**config.mk**
```make
export PLATFORM = sky130hd
export DESIGN_NAME = pe_seq_ctrl
export DESIGN_NICKNAME = d
export VERILOG_FILES = /design/src/rtl/pe_seq_pkg.sv /design/src/rtl/pe_slice_gather.sv /design/src/rtl/pe_seq_ctrl.sv
export SDC_FILE = /design/constraint.sdc
export NUM_CORES = 1
export LEC_CHECK = 0
export ABC_AREA = 1
export BUFFER_PORTS_ARGS = -buffer_cell sky130_fd_sc_hd__buf_2
export CAP_MARGIN = 20
export CORE_AREA = 2 2 150 152
export DETAILED_ROUTE_END_ITERATION = 7
export DIE_AREA = 0 0 152 154
export PLACE_DENSITY = 0.81
export SLEW_MARGIN = 20
export SYNTH_ARGS = -nofsm -noshare
export SYNTH_HDL_FRONTEND = slang
export SYNTH_HIERARCHICAL = 1
export SYNTH_SLANG_ARGS = --single-unit
```
**constraint.sdc**
```tcl
create_clock -name i_clk -period 3.8 [get_ports i_clk]
set_clock_uncertainty 0.15 [all_clocks]
set_input_delay 0.19 -clock i_clk [delete_from_list [all_inputs] [get_ports i_clk]]
set_output_delay 0.19 -clock i_clk [all_outputs]
set_load 0.05 [all_outputs]
```
**src/rtl/pe_seq_pkg.sv**
```systemverilog
// Shared encodings and per-mode constants for the bit-serial PE sequencer.
package pe_seq_pkg;

    typedef enum logic [1:0] {
        MODE_2B  = 2'd0,
        MODE_4B  = 2'd1,
        MODE_8B  = 2'd2,
        MODE_RSV = 2'd3
    } mode_e;

    typedef enum logic [1:0] {
        IDLE  = 2'd0,
        ISSUE = 2'd1,
        DRAIN = 2'd2,
        OUT   = 2'd3
    } state_e;

    localparam int PE_MAX_SHIFT = 8;

    localparam int S_2B = 1;
    localparam int S_4B = 2;
    localparam int S_8B = 4;
    localparam int N_2B = S_2B * S_2B;
    localparam int N_4B = S_4B * S_4B;
    localparam int N_8B = S_8B * S_8B;

    // The reserved encoding runs as 8b so a stray mode never hangs the sequencer.
    function automatic int slices_of(input logic [1:0] mode);
        case (mode)
            MODE_2B: return S_2B;
            MODE_4B: return S_4B;
            default: return S_8B;
        endcase
    endfunction

    function automatic logic [3:0] last_pass(input logic [1:0] mode);
        case (mode)
            MODE_2B: return 4'(N_2B - 1);
            MODE_4B: return 4'(N_4B - 1);
            default: return 4'(N_8B - 1);
        endcase
    endfunction

endpackage

```
**src/rtl/pe_slice_gather.sv**
```systemverilog
// Maps one latched beat and pass index onto the 16 two-bit PE lanes, plus shift split.
module pe_slice_gather
    import pe_seq_pkg::*;
(
    input  logic        en,
    input  logic [31:0] act,
    input  logic [31:0] wgt,
    input  logic [1:0]  mode,
    input  logic        a_signed,
    input  logic        w_signed,
    input  logic [3:0]  pass_idx,
    output logic [31:0] pe_activation,
    output logic [31:0] pe_weight,
    output logic        pe_a_signed,
    output logic        pe_w_signed,
    output logic [3:0]  pe_shift_amount,
    output logic [2:0]  residual
);

    int         s;
    int         total;
    int         pe_shift;
    logic [1:0] ia;
    logic [1:0] jw;
    logic [4:0] a_idx;
    logic [4:0] w_idx;

    always_comb begin
        pe_activation   = '0;
        pe_weight       = '0;
        pe_a_signed     = 1'b0;
        pe_w_signed     = 1'b0;
        pe_shift_amount = '0;
        residual        = '0;
        a_idx           = '0;
        w_idx           = '0;
        total           = 0;
        pe_shift        = 0;
        s               = slices_of(mode);
        case (s)
            1: begin ia = 2'd0;            jw = 2'd0;            end
            2: begin ia = {1'b0, pass_idx[1]}; jw = {1'b0, pass_idx[0]}; end
            default: begin ia = pass_idx[3:2]; jw = pass_idx[1:0]; end
        endcase
        if (en) begin
            // Element k occupies 2*s bits; only the first 16/s lanes carry data.
            for (int k = 0; k < 16; k++) begin
                if (k * s < 16) begin
                    a_idx = 5'(2 * k * s + 2 * int'(ia));
                    w_idx = 5'(2 * k * s + 2 * int'(jw));
                    pe_activation[2*k +: 2] = act[a_idx +: 2];
                    pe_weight[2*k +: 2]     = wgt[w_idx +: 2];
                end
            end
            pe_a_signed     = a_signed && (int'(ia) == s - 1);
            pe_w_signed     = w_signed && (int'(jw) == s - 1);
            total           = 2 * (int'(ia) + int'(jw));
            pe_shift        = (total > PE_MAX_SHIFT) ? PE_MAX_SHIFT : total;
            pe_shift_amount = 4'(pe_shift);
            residual        = 3'(total - pe_shift);
        end
    end

endmodule

```
**src/rtl/pe_seq_ctrl.sv**
```systemverilog
// Sequences multi-precision beats through a 2b-slice PE and accumulates the group sum.
// Optional PE_SEQ_SAT_EN: saturating accumulate with sticky o_ovf (default wraps).
module pe_seq_ctrl
    import pe_seq_pkg::*;
#(
    parameter int ACC_W = 32
) (
    input  logic                    i_clk,
    input  logic                    i_rst_n,
    input  logic                    i_req_valid,
    output logic                    o_req_ready,
    input  logic [31:0]             i_req_act,
    input  logic [31:0]             i_req_wgt,
    input  logic [1:0]              i_req_mode,
    input  logic                    i_req_a_signed,
    input  logic                    i_req_w_signed,
    input  logic                    i_req_last,
    output logic [31:0]             o_pe_activation,
    output logic [31:0]             o_pe_weight,
    output logic                    o_pe_A_signed,
    output logic                    o_pe_W_signed,
    output logic [3:0]              o_pe_shift_amount,
    input  logic signed [16:0]      i_pe_prod,
    output logic                    o_res_valid,
    input  logic                    i_res_ready,
    output logic signed [ACC_W-1:0] o_res_data,
    output logic                    o_busy,
    output logic                    o_ovf
);

    localparam int SUM_W = ((ACC_W > 21) ? ACC_W : 21) + 2;

    state_e                  state;
    state_e                  state_next;
    logic [3:0]              pass_cnt;
    logic [31:0]             act_q;
    logic [31:0]             wgt_q;
    logic [1:0]              mode_q;
    logic                    a_signed_q;
    logic                    w_signed_q;
    logic                    last_q;
    logic                    accept;
    logic [2:0]              residual;
    logic [2:0]              residual_d;
    logic                    valid_d;
    logic signed [ACC_W-1:0] acc;
    logic signed [ACC_W-1:0] acc_next;
    logic signed [SUM_W-1:0] term;
    logic signed [SUM_W-1:0] sum_full;
    logic                    ovf;
    logic                    clamp;

    pe_slice_gather u_gather (
        .en              (state == ISSUE),
        .act             (act_q),
        .wgt             (wgt_q),
        .mode            (mode_q),
        .a_signed        (a_signed_q),
        .w_signed        (w_signed_q),
        .pass_idx        (pass_cnt),
        .pe_activation   (o_pe_activation),
        .pe_weight       (o_pe_weight),
        .pe_a_signed     (o_pe_A_signed),
        .pe_w_signed     (o_pe_W_signed),
        .pe_shift_amount (o_pe_shift_amount),
        .residual        (residual)
    );

    always_ff @(posedge i_clk or negedge i_rst_n) begin
        if (!i_rst_n) state <= IDLE;
        else          state <= state_next;
    end

    always_comb begin
        state_next  = state;
        o_req_ready = 1'b0;
        o_res_valid = 1'b0;
        case (state)
            IDLE: begin
                o_req_ready = 1'b1;
                if (i_req_valid) state_next = ISSUE;
            end
            ISSUE: if (pass_cnt == last_pass(mode_q)) state_next = DRAIN;
            DRAIN: state_next = last_q ? OUT : IDLE;
            OUT: begin
                o_res_valid = 1'b1;
                if (i_res_ready) state_next = IDLE;
            end
            default: state_next = IDLE;
        endcase
    end

    assign accept = o_req_ready && i_req_valid;

    // The PE product lags its inputs by one cycle, so residual shift rides along delayed.
    always_comb begin
        term     = {{(SUM_W-17){i_pe_prod[16]}}, i_pe_prod} <<< residual_d;
        sum_full = {{(SUM_W-ACC_W){acc[ACC_W-1]}}, acc} + term;
`ifdef PE_SEQ_SAT_EN
        if (sum_full > $signed({{(SUM_W-ACC_W+1){1'b0}}, {(ACC_W-1){1'b1}}})) begin
            clamp    = 1'b1;
            acc_next = {1'b0, {(ACC_W-1){1'b1}}};
        end else if (sum_full < $signed({{(SUM_W-ACC_W+1){1'b1}}, {(ACC_W-1){1'b0}}})) begin
            clamp    = 1'b1;
            acc_next = {1'b1, {(ACC_W-1){1'b0}}};
        end else begin
            clamp    = 1'b0;
            acc_next = ACC_W'(sum_full);
        end
`else
        clamp    = 1'b0;
        acc_next = ACC_W'(sum_full);
`endif
    end

    always_ff @(posedge i_clk or negedge i_rst_n) begin
        if (!i_rst_n) begin
            pass_cnt   <= '0;
            act_q      <= '0;
            wgt_q      <= '0;
            mode_q     <= '0;
            a_signed_q <= 1'b0;
            w_signed_q <= 1'b0;
            last_q     <= 1'b0;
            valid_d    <= 1'b0;
            residual_d <= '0;
            acc        <= '0;
            ovf        <= 1'b0;
        end else begin
            valid_d    <= (state == ISSUE);
            residual_d <= residual;
            if (accept) begin
                act_q      <= i_req_act;
                wgt_q      <= i_req_wgt;
                mode_q     <= i_req_mode;
                a_signed_q <= i_req_a_signed;
                w_signed_q <= i_req_w_signed;
                last_q     <= i_req_last;
                pass_cnt   <= '0;
            end else if (state == ISSUE) begin
                pass_cnt <= pass_cnt + 4'd1;
            end
            if (state == OUT && i_res_ready) begin
                acc <= '0;
                ovf <= 1'b0;
            end else if (valid_d) begin
                acc <= acc_next;
                ovf <= ovf | clamp;
            end
        end
    end

    assign o_res_data = acc;
    assign o_ovf      = ovf;
    assign o_busy     = (state != IDLE);

endmodule

```
[Word level (Yosys, flattened, before mapping)]
Index checks and enable logic that the tools add are counted.
Cells by class
  add/subtract/negate cells: 35
  multiply operators: 18
  div/mod/pow operators: 0
  magnitude comparators: 16
  equal/unequal tests: 12
  shift operators: 33
  multiplexer cells: 53
  bitwise logic cells: 0
  reduce and logical (&&, ||, !) cells: 10
Operators by type and width (count)
  $shiftx 32x6->2: 30
  $lt 32x6->1 const B: 7
  $mux 32: 4
  $add 5x4->5: 19
  $mux 2: 34
  $eq 3x32->1: 2
  $shiftx 32x4->2: 2
  $add 5x3->5: 9
  $sshl 34x3->32: 1
  $add 32x32->32: 1
  $mul 4x3->7 const A: 4
  $mul 3x3->6 const A: 4
  $lt 7x5->1 const B: 3
  $mux 4: 5
  $mul 4x3->4 const A: 4
  $mul 2x3->5 const A: 3
  $lt 6x5->1 const B: 2
  $add 4x3->5: 2
  $pmux 2 s2: 2
  $pmux 2 s4: 1
  $pmux 4 s2: 1
  $ne 2x2->1 const B: 3
  $pmux 3 s2: 1
  $reduce_bool 2->1: 3
  other kinds (21): 30
Storage, ports and cells
  bits in registers: 111
  latch bits: 0
  RAM bits: 0
  memory bits (read-only): 0
  bits of input ports: 90
  logic and storage cells: 188
  memories: 0

[Longest topological paths before layout]
Gate-level depths: netlist (run 1).
  depth in word-level cells: 9
  gate-level depth with buffers: 23
  mapped depth without buffers: 21

[Cells and area by module]
Netlist (run 1), hierarchy kept.
By module, submodules not included
  pe_seq_ctrl: instances 1, cells each 954, area each 7204.4 um^2, sequential area each 2777.7 um^2
  pe_slice_gather: instances 1, cells each 807, area each 3772.4 um^2, sequential area each 0.0 um^2

[Worst setup path before layout (run 1)]
No wires, ideal clock.
  path kind: reg2out
  start point: register mode_q[1]
  end point: output o_pe_activation[14]
  data arrival time: 3.783 ns
  data required time: 3.460 ns
  path slack: -0.323 ns
  stages on the path, launching flop included: 20
  path through: dfrtp_1 > buf_6 > inv_6 > nand2_4 > buf_6 > buf_2 > ha_1 > buf_6 > nand2_1 > inv_1 > nand2_4 > nand2_4 > buf_8 > ha_1 > ha_1 > clkbuf_1 > o21ai_0 > o21ai_0 > nor2_1 > nor2_1
Between the ends
  longest elaborated chain between the ends: 8
  elaborated cells on any way between the ends: 13
  classes of those cells: 1 x add/sub; 2 x mul; 1 x order compare; 3 x eq/ne; 1 x shift; 4 x mux; 1 x reduce/logical
RTL lines
  from (decl): line pe_seq_ctrl.sv:38  | logic [1:0] mode_q;
  from (signal assigned): line pe_seq_ctrl.sv:135  | mode_q <= i_req_mode;
  $eq 2x1->1 / $logic_not 2->1 (equally long branches): line pe_seq_pkg.sv:29  | case (mode)
  $pmux 3 s2 *: line pe_seq_pkg.sv:29
  parallel branches: the longest is 4 deep, another holds $mul 3x3->6
  $mux 2 *: line pe_slice_gather.sv:48  | if (k * s < 16) begin
  $mux 32 *: line pe_slice_gather.sv:45  | if (en) begin
  to (decl): line pe_seq_ctrl.sv:18  | output logic [31:0] o_pe_activation,
Mark *: on every way between the ends.

[Worst setup path after layout (run 1)]
  start point: register mode_q[1]
  end point: output o_pe_activation[2]
Between the ends
  longest elaborated chain between the ends: 8
  elaborated cells on any way between the ends: 11
  classes of those cells: 1 x add/sub; 1 x order compare; 3 x eq/ne; 1 x shift; 4 x mux; 1 x reduce/logical
RTL lines
  $eq 2x1->1 / $logic_not 2->1 (equally long branches): line pe_seq_pkg.sv:29
  $pmux 3 s2 *: line pe_seq_pkg.sv:29
  $eq 3x2->1 / $eq 3x1->1 (equally long branches): line pe_slice_gather.sv:40  | case (s)
  $pmux 2 s2: line pe_slice_gather.sv:40
  $add 4x3->5: line pe_slice_gather.sv:49  | a_idx = 5'(2 * k * s + 2 * int'(ia));
  $shiftx 32x6->2: line pe_slice_gather.sv:51  | pe_activation[2*k +: 2] = act[a_idx +: 2];
  $mux 2 *: line pe_slice_gather.sv:48
  $mux 32 *: line pe_slice_gather.sv:45
Mark *: on every way between the ends. The rest lies on a longest branch, timed or not.

==> impl_results.md, run 1 <==
- Worst rel slew slack: 35.17%
- DP HPWL: 27590 um
- Slack of the worst reg-to-reg path: 0.66 ns
- Final hold vios: 0
- Hold Crit Class: input port to register
- Ratio of cells with drive above 1 in the final layout: 20.87%
- Worst Path Buf+Inv: 4
- Maximum clock path buffer count: 2
- Worst-path clk slew: 0.09 ns
- Reg2Reg Launch Point: residual_d[0]$_DFF_PN0_
- Core Rows: 54
- Seq/Total Area, Yosys: approximately 25%
- Die width: ~150 um
- Diode count: 0
- Most frequent cells after synthesis: nand2_1, inv_1, nand3_1
- Critical Path Max Stage Delay: about 0.42 ns
- Largest net degree at the start of global routing: 72
- Synth top area share: 25.30%
- Total number of vias: 12482
- Crit-path slowest cell: dfrtp_1
- Crit path required time: 3.46 ns
- Worst Min Path Start: i_res_ready
- Total CTS buffers: 9
- Antenna violations before repair: 0
- Via-to-Cell Ratio: roughly 5.4
- CORE AREA: 21690 um2
- Crit path max-delay family: simple AND/OR/NAND/NOR gates
- Synth warn: 6
- Synthesized instance count: 1761
- Root Driver: clkbuf_16
- Unique cell type count in the Yosys netlist: between 50 and 60
- Number of port buffers: ~190
- GPL Wtd Cong: 0.9999
- Die Span Y: 154 um
- Grt ovf: 0
- Post-synth EDFFs: 0
- Post-route setup TNS: 0 ns
- Worst-margin pin slew: 0.9713 ns
- Final period utilization: 95.70%
- Hold endpoint: o_res_data[1]$_DFFE_PN0P_
- Initial Util: between 50% and 60%
- Vias in the first global route: 11766
- Max FO, Critical Path: 20
- Worst r2r dst: o_res_data[19]$_DFFE_PN0P_
- Async SR Flop Fraction: 100.0%
- Final WL: roughly 37000 um
- Critical setup path kind: register to primary output
- Clock Latency Late Sink: 0.37 ns
- Total track usage: approximately 31%
- Critical path startpoint category: register
- Hold Worst Slack: 0.04447 ns
- Max cap viols: 0
- Synthesized area per cell: around 6.2 um2
- Starting DRT DRC Count: 1112
- R2r worst-path depth: 15
- Mapped Area: 10980 um2
- Cell with the most instances after synthesis: nand2_1
- Main synth FF type: dfrtp_1
- Fin nets: 2155
- Area growth syn-to-layout: 22.97%
- # IOs: 196
- Final-report setup violation count: 0
- Htree depth: 3
- Max Fclk: approximately 270 MHz
- Hold depth: 4
- CTS tree: done
- Top post-synthesis cells by area: dfrtp_1, nand2_1, nand3_1, inv_1, mux2_2
- DR WL/cell: roughly 16 um
- CP Data Arrival Time: approximately 3.3 ns
- DRT Pass-1 Iters: 8
- Worst path cell trace: clkinv_4 > nand2_2 > ha_4 > nand2_1 > inv_2 > nand2_4 > nand2_4 > ha_2 > buf_8 > or2_2 > o21ai_1 > o21ai_0 > nand2_1 > o21ai_0 > o21ai_1 > nor2_4 > buf_6
- Synth area leader: dfrtp_1
- Slew Limit Fails: 0
- Crit path capture type: primary output
- Clock period minus worst slack: between 3 and 4 ns
- CTS sink cnt: approximately 110
- #FFs+latches synth: 111
- Total Die Area: between 20000 and 25000 um2
- Residual DRC count: 16
- Outcome: complete, but fails checks
- Antenna viol nets, final: 0
- Failing checks: DRC
- First-pass GRT wire length: 59140 um
[state kept, by name, indices dropped and copies added, names as in the netlist]
signal and cells:
last_q 1, mode_q 2, a_signed_q 1, act_q 32, pass_cnt 4, state 2, residual_d 3, w_signed_q 1
o_res_data 32, valid_d 1, wgt_q 32
[stage by stage]
step / setup slack (ns) / cell area, um2 / utilization [%] / cells
floorplan: -0.2174 / 11120 / - / 1763
global placement: 0.2724 / 12370 / 57.04 / 2211
detailed placement: 0.1812 / 12370 / 57.04 / 2211
CTS: 0.04941 / 13400 / 61.76 / 2298
global route: -0.01522 / 13500 / 62.24 / 2302
finish: 0.1634 / 13500 / 62.24 / 2302
[worst max path at each step]
stage	startpoint	to	slack [ns]	depth (start not counted)
after CTS	mode_q[0]$_DFFE_PN0P_	o_pe_weight[7]	0.05	18
final	mode_q[1]$_DFFE_PN0P_	o_pe_activation[2]	0.16	17
after detailed placement	mode_q[1]$_DFFE_PN0P_	o_pe_activation[7]	0.18	17
after global placement	mode_q[1]$_DFFE_PN0P_	o_pe_activation[7]	0.27	16
after global routing	mode_q[1]$_DFFE_PN0P_	o_pe_weight[26]	-0.02	16
after floorplan	mode_q[1]$_DFFE_PN0P_	o_pe_weight[18]	-0.22	18
[per-layer routing]
layer | GRT usage, % | vias up | part of all wire, %
met3 | 6.172 | 119 | 9.0
met4 | 11.44 | 0 | 3.7
met1 | 39.38 | 5578 | 41
met5 | 0 | - | 0
met2 | 52.60 | 626 | 46
li1 | - | 6159 | -
[logic make-up (layout without fill, tap and decap cells)]
kind of cell / after synthesis / in the layout / share of synthesized area, %
compound gates: 214 / 214 / 10.46
flops: 111 / 111 / 25.30
simple gates: 1027 / 1027 / 39.69
mux: 75 / 75 / 7.626
other cells: 2 / 4 / 0.06842
xor+xnor: 15 / 15 / 1.334
fa+ha+maj: 48 / 48 / 5.540
buf+inv: 269 / 528 / 9.974
[worst min-delay path, cell delays in order]
cell and delay [ns]:
buf_2 0.09, nand2_1 0.06, nand2_1 0.10, o22ai_1 0.08
[cell usage in the layout (no fill, tap or decap), drive strengths merged, types with 4 or more instances in the layout]
| master | synthesis | layout |
|---|---|---|
| nand2 | 681 | 681 |
| buf | 32 | 221 |
| inv | 212 | 214 |
| nand3 | 179 | 179 |
| nor2 | 137 | 137 |
| o21ai | 127 | 127 |
| dfrtp | 111 | 111 |
| dlygate4sd3 | 0 | 71 |
| mux2 | 69 | 69 |
| a21oi | 63 | 63 |
| ha | 47 | 47 |
| clkbuf | 22 | 14 |
| xor2 | 13 | 13 |
| nor3 | 9 | 9 |
| or2 | 8 | 8 |
| mux2i | 6 | 6 |
| o211ai | 6 | 6 |
| nand3b | 5 | 5 |
| nand4 | 4 | 4 |
| conb | 2 | 4 |
| clkinvlp | 0 | 4 |
| clkinv | 3 | 4 |
[final cells by class]
type / instances / area (um2)
inverter: 215 / 825.8
fill: 2024 / 8190
clock inverter: 6 / 62.56
timing repair buffer: 296 / 1956
timing repair inverter: 1 / 7.507
sequential: 111 / 2778
multi-input combinational: 1383 / 7289
tap: 280 / 350.3
clock buffer: 10 / 229.0
[repair_timing]
item	CTS	global route
pin swaps	0	2
setup endpoints to repair	20	24
buffers inserted	0	3
resized for setup	11	40
hold buffers	71	0
hold endpoints to repair	123	0
cloned	0	1
Power of run 1 is not shown: default switching activity piles up to over one toggle a cycle in this logic, so the estimate is an artifact.
==> run 2, diff against run 1 <==
==> constraint.sdc (replaced) <==
create_clock -name i_clk -period 3.5 [get_ports i_clk]
set_clock_uncertainty 0.15 [all_clocks]
set_input_delay 0.175 -clock i_clk [delete_from_list [all_inputs] [get_ports i_clk]]
set_output_delay 0.175 -clock i_clk [all_outputs]
set_load 0.05 [all_outputs]
==> impl_results.md, run 2 (synthesis results as in run 1) <==
- Diode count: 0
- Antenna viol nets, final: 0
- # IOs: between 150 and 200
- Worst-path clk slew: 0.09 ns
- CTS tree: done
- CP Data Arrival Time: between 3 and 4 ns
- Fin nets: 2166
- Most frequent cells in the layout: nand2_1, inv_1, nand3_1
- Crit path capture type: primary output
- RSZ-0062 raised after global routing: yes
- First-pass GRT wire length: approximately 60000 um
- Max FO, Critical Path: 18
- Pre-CTS setup slack: around 0.053 ns
- Register area: ~2800 um2
- Commonest non-fill, non-tap cell in the layout: nand2_1
- Max Fclk: 293.4 MHz
- CTS sink cnt: 111
- Largest net degree at the start of global routing: slightly above 70
- Placed cell area: 12530 um2
- Final worst slack: between 0.09 and 0.1 ns
- DP HPWL: 28270 um
- Final hold vios: 0
- Total CTS buffers: 9
- Total Die Area: 23410 um2
- Initial Util: 50.61%
- Grt ovf: 0
- GPL Wtd Cong: 0.9839
- Root Driver: clkbuf_16
- DRT Pass-1 Iters: 8
- Starting DRT DRC Count: 1012
- Worst-margin pin slew: 1.105 ns
- Die width: 152 um
- Final-report setup violation count: 0
- Outcome: completed
- Maximum clock path buffer count: 2
- Total number of vias: 12634
- Worst rel slew slack: 26.26%
- Slew Limit Fails: 0
- Max cap viols: 0
- Post-route setup TNS: 0 ns
- Critical path startpoint category: register
- Crit path required time: 3.17 ns
- Htree depth: 3
- Ratio of cells with drive above 1 in the final layout: between 20% and 30%
- Final WL: 37800 um
- Total track usage: 31.49%
- Vias in the first global route: 11935
- Fillers: between 2000 and 2500
- Final period utilization: between 90% and 100%
- Via-to-Cell Ratio: 5.462
- Antenna violations before repair: 0
- CORE AREA: 21690 um2
- Number of port buffers: 193
- Die Span Y: 154 um
- Area of the multi-input gates: 7604 um2
- Area growth syn-to-layout: 28.05%
- Hold Worst Slack: around 0.056 ns
- Clock Latency Late Sink: between 0.3 and 0.4 ns
- Hold Crit Class: input port to register
- Final instance area: 14060 um2
- Residual DRC count: 0
- Clock period minus worst slack: between 3 and 4 ns
- DR WL/cell: 16.34 um
- Critical setup path kind: register to primary output
- Core Rows: 54
run 2: critical path, cell delays in order, from the launching register on:
cell and delay [ns]:
dfrtp_2 0.45, inv_8 0.09, nand2_4 0.07, ha_4 0.35, nand2_4 0.07, nand2_4 0.06, inv_1 0.09, ha_4 0.31
buf_12 0.14, buf_4 0.14, nand2_1 0.05, o21ai_1 0.11, nand2_1 0.08, o21ai_0 0.14, nand2_1 0.09, nand2_1 0.08
nand2_1 0.07, nand2_2 0.09, nor2_4 0.05, buf_6 0.20
run 2: repair_timing:
| item | in CTS | in global routing |
|---|---|---|
| buffers inserted | 2 | 8 |
| endpoints found under the hold margin | 139 | 0 |
| endpoints found under the setup margin | 25 | 31 |
| gates resized for setup | 63 | 101 |
| gates cloned | 0 | 1 |
| hold buffers | 71 | 0 |
| pin swaps | 3 | 11 |
run 2: through the flow:
stage          utilization [%]  cells
6_report                 64.81   2313
5_1_grt                  64.81   2313
4_1_cts                  63.16   2304
3_5_place_dp             57.77   2215
3_3_place_gp             57.77   2215
2_1_floorplan                -   1763
run 2: final timing paths:
check	to	slack (ns)	cells after the start	start
max	o_pe_weight[27]	0.09	19	mode_q[1]$_DFFE_PN0P_
min	o_res_data[1]$_DFFE_PN0P_	0.06	4	i_res_ready
max reg2reg	o_res_data[28]$_DFFE_PN0P_	0.49	16	residual_d[0]$_DFF_PN0_
min reg2reg	act_q[23]$_DFFE_PN0P_	0.35	1	act_q[23]$_DFFE_PN0P_
max in group asynchronous	wgt_q[19]$_DFFE_PN0P_	2.01	3	i_rst_n
min in group asynchronous	o_res_data[5]$_DFFE_PN0P_	0.34	2	i_rst_n
run 2: layer usage:
layer / global-route usage [%] / wire (um)
met1: 39.87 / 15630
met4: 12.02 / 1458
met5: 0 / 0
met2: 54.18 / 17910
met3: 4.961 / 2797
run 2: final cells by class:
| type | instances | share of cell area (%) |
|---|---|---|
| clock inverter | 6 | 0.4451 |
| multi-input combinational | 1383 | 54.09 |
| timing repair buffer | 308 | 15.68 |
| inverter | 215 | 5.884 |
| clock buffer | 10 | 1.629 |
| tap | 280 | 2.492 |
| sequential | 111 | 19.78 |
Power of run 2 is left out for the same reason.
